`src/rtl/fifo_rd_ctrl.sv`:
```
// fifo_rd_ctrl: read-side controller of the 8-deep async FIFO (rclk domain); owns the read pointers,
// derives empty and feeds a 1-entry valid/ready output slice. Optional macro: FIFO_RD_LEVEL_EN.
`default_nettype none

module fifo_rd_ctrl #(
  parameter int DATA_W = 8,
  parameter int ADDR_W = 3
) (
  input  logic              rclk,
  input  logic              rrst_n,
  input  logic [ADDR_W:0]   rq2_wptr,
  input  logic [DATA_W-1:0] rd_data,
  output logic              rd_enable_fifo,
  output logic [ADDR_W:0]   b_rd_ptr,
  output logic [ADDR_W:0]   g_rd_ptr,
  output logic              rempty,
  output logic [DATA_W-1:0] out_data,
  output logic              out_valid,
  input  logic              out_ready
`ifdef FIFO_RD_LEVEL_EN
  ,
  output logic [ADDR_W:0]   rd_level
`endif
);

  logic [ADDR_W:0]   b_rd_ptr_q, b_rd_ptr_d;
  logic [ADDR_W:0]   g_rd_ptr_q, g_rd_ptr_d;
  logic [DATA_W-1:0] out_data_q, out_data_d;
  logic              out_valid_q, out_valid_d;
  logic              w_empty;
  logic              w_pop;

  // Full-width compare: the MSB separates a lapped pointer from an equal one.
  assign w_empty = (g_rd_ptr_q == rq2_wptr);
  assign w_pop   = rrst_n & ~w_empty & (~out_valid_q | out_ready);

  always_comb begin
    b_rd_ptr_d  = b_rd_ptr_q;
    out_data_d  = out_data_q;
    out_valid_d = out_valid_q;
    if (w_pop) begin
      b_rd_ptr_d  = b_rd_ptr_q + 1'b1;
      out_data_d  = rd_data;
      out_valid_d = 1'b1;
    end else if (out_valid_q && out_ready) begin
      out_valid_d = 1'b0;
    end
    g_rd_ptr_d = b_rd_ptr_d ^ (b_rd_ptr_d >> 1);
  end

  always_ff @(posedge rclk) begin
    if (!rrst_n) begin
      b_rd_ptr_q  <= '0;
      g_rd_ptr_q  <= '0;
      out_data_q  <= '0;
      out_valid_q <= 1'b0;
    end else begin
      b_rd_ptr_q  <= b_rd_ptr_d;
      g_rd_ptr_q  <= g_rd_ptr_d;
      out_data_q  <= out_data_d;
      out_valid_q <= out_valid_d;
    end
  end

`ifdef FIFO_RD_LEVEL_EN
  logic [ADDR_W:0] w_wptr_bin;
  logic [ADDR_W:0] rd_level_q, rd_level_d;

  // Gray to binary: each binary bit is the XOR of all Gray bits at or above it.
  always_comb begin
    w_wptr_bin = '0;
    for (int i = 0; i <= ADDR_W; i++) begin
      w_wptr_bin[i] = ^(rq2_wptr >> i);
    end
    rd_level_d = w_wptr_bin - b_rd_ptr_d;
  end

  always_ff @(posedge rclk) begin
    if (!rrst_n) begin
      rd_level_q <= '0;
    end else begin
      rd_level_q <= rd_level_d;
    end
  end

  assign rd_level = rd_level_q;
`endif

  assign rd_enable_fifo = w_pop;
  assign rempty         = w_empty;
  assign b_rd_ptr       = b_rd_ptr_q;
  assign g_rd_ptr       = g_rd_ptr_q;
  assign out_data       = out_data_q;
  assign out_valid      = out_valid_q;

endmodule

`default_nettype wire

```
`config.mk`:
```
export PLATFORM = sky130hd
export DESIGN_NAME = fifo_rd_ctrl
export DESIGN_NICKNAME = d
export VERILOG_FILES = /design/src/rtl/fifo_rd_ctrl.sv
export SDC_FILE = /design/constraint.sdc
export NUM_CORES = 1
export LEC_CHECK = 0
export CAP_MARGIN = 10
export CORE_MARGIN = 5
export CORE_UTILIZATION = 43
export DETAILED_ROUTE_END_ITERATION = 12
export GPL_ROUTABILITY_DRIVEN = 0
export PLACE_DENSITY = 0.82
export SYNTH_ARGS = -nofsm -noshare
export SYNTH_HDL_FRONTEND = slang
export SYNTH_SLANG_ARGS = --single-unit
```
`constraint.sdc`:
```
create_clock -name rclk -period 2.45 [get_ports rclk]
set_input_delay 0.49 -clock rclk [delete_from_list [all_inputs] [get_ports rclk]]
set_output_delay 0.49 -clock rclk [all_outputs]
set_load 0.01 [all_outputs]
```
Yosys cells after proc, flatten, opt, wreduce, memory -nomap -nowiden
Index checks and enable logic that the tools add are counted.
Storage, ports and cells
  bits in registers: 17
  latch bits: 0
  RAM bits: 0
  ROM bits: 0
  input bits: 15
  output and inout bits: 19
  logic and storage cells: 17
  memories kept: 0
Cells by class
  add/subtract/negate cells: 1
  $mul: 0
  div/mod/pow operators: 0
  magnitude comparators: 0
  equal/unequal tests: 1
  shift operators: 0
  muxes and demuxes: 3
  bitwise operators: 6
  reductions and logical operators: 2
Operator list (number)
  adder 4 x 1 -> 4 bit (second input constant): 1
  equality test 4 bit: 1
  two-way mux 4 bit: 1
  XOR 4 x 3 -> 4 bit: 1
  AND 1 bit: 2
  two-way mux 1 bit: 2
  NOT 1 bit: 2
  nonzero test 2 bit: 1
  logical AND 1 bit: 1
  bitwise OR 1 bit: 1

Longest topological paths before layout
  word-level depth: 6
  depth in mapped cells: 6
  mapped depth without buffers: 5

Worst setup path before layout
No wires, ideal clock.
  path kind: input port to output port
  from: input rrst_n
  to: output rd_enable_fifo
  arrival time: 1.066 ns
  data required time: 1.960 ns
  slack: 0.894 ns
  stages on the path: 3
  path buffers: 1
  cell sequence: buf_2 nand2_1 nor2_2
Between the ends
  cells in the longest elaborated chain, start to end: 2
RTL lines
  start: declaration: RTL line 10  | input logic rrst_n,
  AND 1 bit (2 in series): RTL line 35  | assign w_pop = rrst_n & ~w_empty & (~out_valid_q | out_ready);
  end: declaration: RTL line 13  | output logic rd_enable_fifo,
No other way between the ends.

Worst setup path in the final report
  from: input rq2_wptr[2]
  to: output rd_enable_fifo
Between the ends
  cells in the longest elaborated chain, start to end: 4
RTL lines
  start: declaration: RTL line 11  | input logic [ADDR_W:0] rq2_wptr,
  equality test 4 bit: RTL line 34  | assign w_empty = (g_rd_ptr_q == rq2_wptr);
  NOT 1 bit: RTL line 35
  AND 1 bit (2 in series): RTL line 35
No other way between the ends.

==> metrics <==
H-tree depth=1; CORE AREA=around 0.0017 sq mm; crit-path cells=clkdlybuf4s50_1 -> xnor2_1 -> nand4_2 -> inv_2 -> nor2_2 -> dlymetal6s2s_1; Max Cap Viol=0; reg2reg start=b_rd_ptr[1]; multiplexer share of the synthesized area=1.30%; Leak=~0.51 nW; Clk Latency, worst-skew pair=roughly 0.3 ns; syn avg cell area=8.54 sq um; first-pass GRT wire length=approximately 3400 um; Antenna Cells=0; P&R area growth vs syn=54.6%; overall power=about 0.63 mW; Cells after Synth=90; post-synthesis xor/xnor area fraction=7.98%; share of cells above drive strength 1=between 10% and 20%; RR Endpoint=g_rd_ptr[1]; DR iter-0 viols=16; Synthesized Nets=~110; setup TNS=0 ns; crit path capture type=primary output; final instance area=about 0.0012 sq mm; Die Y=52.3 um; Switching Power=between 0.15 and 0.2 mW; # setup viols final=0; FF/Latch Area=approximately 320 sq um; CTS Buf Count=3; Slew headroom=about four fifths; most frequent cells in the layout=clkdlybuf4s50_1, dfxtp_1, nand3_1; Compound-Gate Fraction of Synth Area=17.3%; Port Buf Inserts=33; post-synthesis adder-cell area fraction=~1.6%; Antenna Violating Nets Remaining=0; Final min period=2.07 ns; root cell of the clock tree=clkbuf_4; clock power share=between 20 and 30%; Crit-path slowest cell=clkdlybuf4s50_1; Comb pwr share=about a quarter; commonest non-fill, non-tap cell in the layout=clkdlybuf4s50_1; max-slew violation count=0; Die ar.=0.00273 sq mm; Post CTS Setup Buffer Count=0; initial antenna violation count=0; Critical Path Fanout Max=4; max incr delay on CP=0.41 ns; Synth Area in Simple Gates=23.9%; FF-to-FF setup slack=roughly 0.95 ns; Initial DRT Pass Iterations=4; Final Cycle Share=between 80% and 90%; final WL=~2000 um; Hold Crit Start=out_data[3]; largest family of logic cells by synthesized area=simple AND/OR/NAND/NOR gates; internal power=~0.46 mW; post-synth cell types=30; FILL cells=between 100 and 150; drt drc=0; PwrDens=531 mW/mm^2; total number of vias=a little under 800; Startpoint Class=input pin; Hold Path Stages=2; Synth top area share=41.7%; Worst-Margin Slew=approximately 0.30 ns; area occupied by multi-input gates=roughly 400 sq um; area leader, netlist=dfxtp_1; Max Clock Skew=0.00590 ns; global route overflow=0; Worst EP arrival=1.58 ns; fmax=~0.48 GHz; Worst Reg-to-Reg Cells=4; num ports=34; row cnt=15; clk slew on worst S/H paths=approximately 0.090 ns; status=completed; overall routing resource usage=between 10% and 20%; pin count of the biggest net entering global routing=17; clk buf depth=2; Sequential Power Share=46.6%; die width=52.3 um; maximum VDD drop=0.000427 V; Critical Path Start=rq2_wptr[2]; CTS tree=built; DR vias/cell=roughly 5.2; Final Hold Viols=0; Synth area leaders=dfxtp_1, nand3_1, o21ai_0; Hold Path End=out_data[3]; Worst EP required=about 2.0 ns; clock sink count=16; WL per Instance=between 10 and 15 um; FF+latch count, synth=16; post-synthesis cell area=just under 800 sq um; cell area after placement=approximately 0.0011 sq mm; Yosys warning count=0; Worst Path Class, Setup=input pin to primary output; Sw Share=between 20% and 30%; sequential area share after synthesis=around two fifths; Post-DP HPWL=between 1000 and 1500 um; Initial Util=between 40% and 50%; vias in the first global route=between 700 and 800; HP Class=flip-flop to flip-flop; Layout Nets=between 100 and 150; RSZ-0062 raised after global routing=false
-- cell families after synthesis --
group | Yosys count
AOI/OAI and AO/OA | 21
buffers and inverters | 9
and+or+nand+nor | 35
adders and majority gates | 1
DFF | 16
muxes | 1
xor gates and xnor gates | 7
-- cells in the mapped netlist --
library cell  instances
nand3_1              12
xor2_1                3
nand4_2               1
xnor2_1               4
and3_1                2
buf_2                 2
a21oi_1               3
and2_1                2
o22ai_1               1
ha_1                  1
buf_6                 1
nand2b_1              1
nor4_2                1
dfxtp_1              16
a311o_1               1
o211ai_1              1
nand2_1              11
inv_1                 2
nor2b_1               1
inv_2                 1
o311ai_1              2
mux2i_1               1
o41ai_1               2
o21ai_0              10
buf_4                 1
nor3_1                2
clkbuf_1              2
nor2_2                1
nor2_1                1
a2bb2oi_1             1
-- critical path, delay by kind of cell --
kind	cells	cell delay, ns
buffers and inverters	3	0.70
AND/OR/NAND/NOR	2	0.20
XOR/XNOR	1	0.19
-- per-layer routing --
metal / vias up / share of wire [%] / track usage, % / wire, um
li1: 397 / - / - / -
met1: 367 / 43 / 20.4 / 884
met2: 22 / 49 / 27.4 / 994
met3: 5 / 5.4 / 4.84 / 110
met4: 0 / 2.5 / 10.2 / 51
met5: - / 0 / 0 / 0
-- through the flow --
stage | utilization (%) | std cells | worst slack (ns) | hold slack (ns)
after floorplan | - | 90 | 0.894 | 0.480
after global placement | 67.1 | 149 | 0.0225 | 0.444
after detailed placement | 67.1 | 149 | 0.00639 | 0.453
after CTS | 69.2 | 153 | 0.00485 | 0.465
after global routing | 69.5 | 153 | 0.303 | 0.480
final | 69.5 | 153 | 0.378 | 0.461
-- power groups by stage --
| stage | Sequential (mW) | Combinational, mW | Clock (mW) |
|---|---|---|---|
| after floorplan | 0.309 | 0.0596 | 0 |
| after global placement | 0.299 | 0.154 | 0 |
| after detailed placement | 0.300 | 0.156 | 0 |
| after CTS | 0.294 | 0.157 | 0.183 |
| after global routing | 0.297 | 0.170 | 0.200 |
| final | 0.294 | 0.155 | 0.181 |
-- timing repair --
action | CTS | global route
hold buffers | 0 | 0
endpoints found under the setup margin | 0 | 2
gates resized for setup | 0 | 2
endpoints found under the hold margin | 0 | 0
-- worst max path at each step --
stage / end / slack [ns] / depth (start not counted)
global route: rd_enable_fifo / 0.30 / 6
finish: rd_enable_fifo / 0.38 / 6
detailed placement: rd_enable_fifo / 0.006 / 6
CTS: rd_enable_fifo / 0.005 / 6
floorplan: rd_enable_fifo / 0.89 / 3
global placement: rd_enable_fifo / 0.02 / 6
-- sequential cells by signal, indices dropped and copies added (netlist names) --
| register | count |
|---|---|
| out_data | 8 |
| b_rd_ptr | 4 |
| g_rd_ptr | 3 |
| out_valid | 1 |
-- area by class of cell --
class                      count  area share, %
multi-input combinational     65           33.7
timing repair buffer          40           32.7
inverter                       3          0.948
sequential                    16           27.0
clock buffer                   4           3.06
tap                           25           2.63
(Power assumes the default switching activity.)
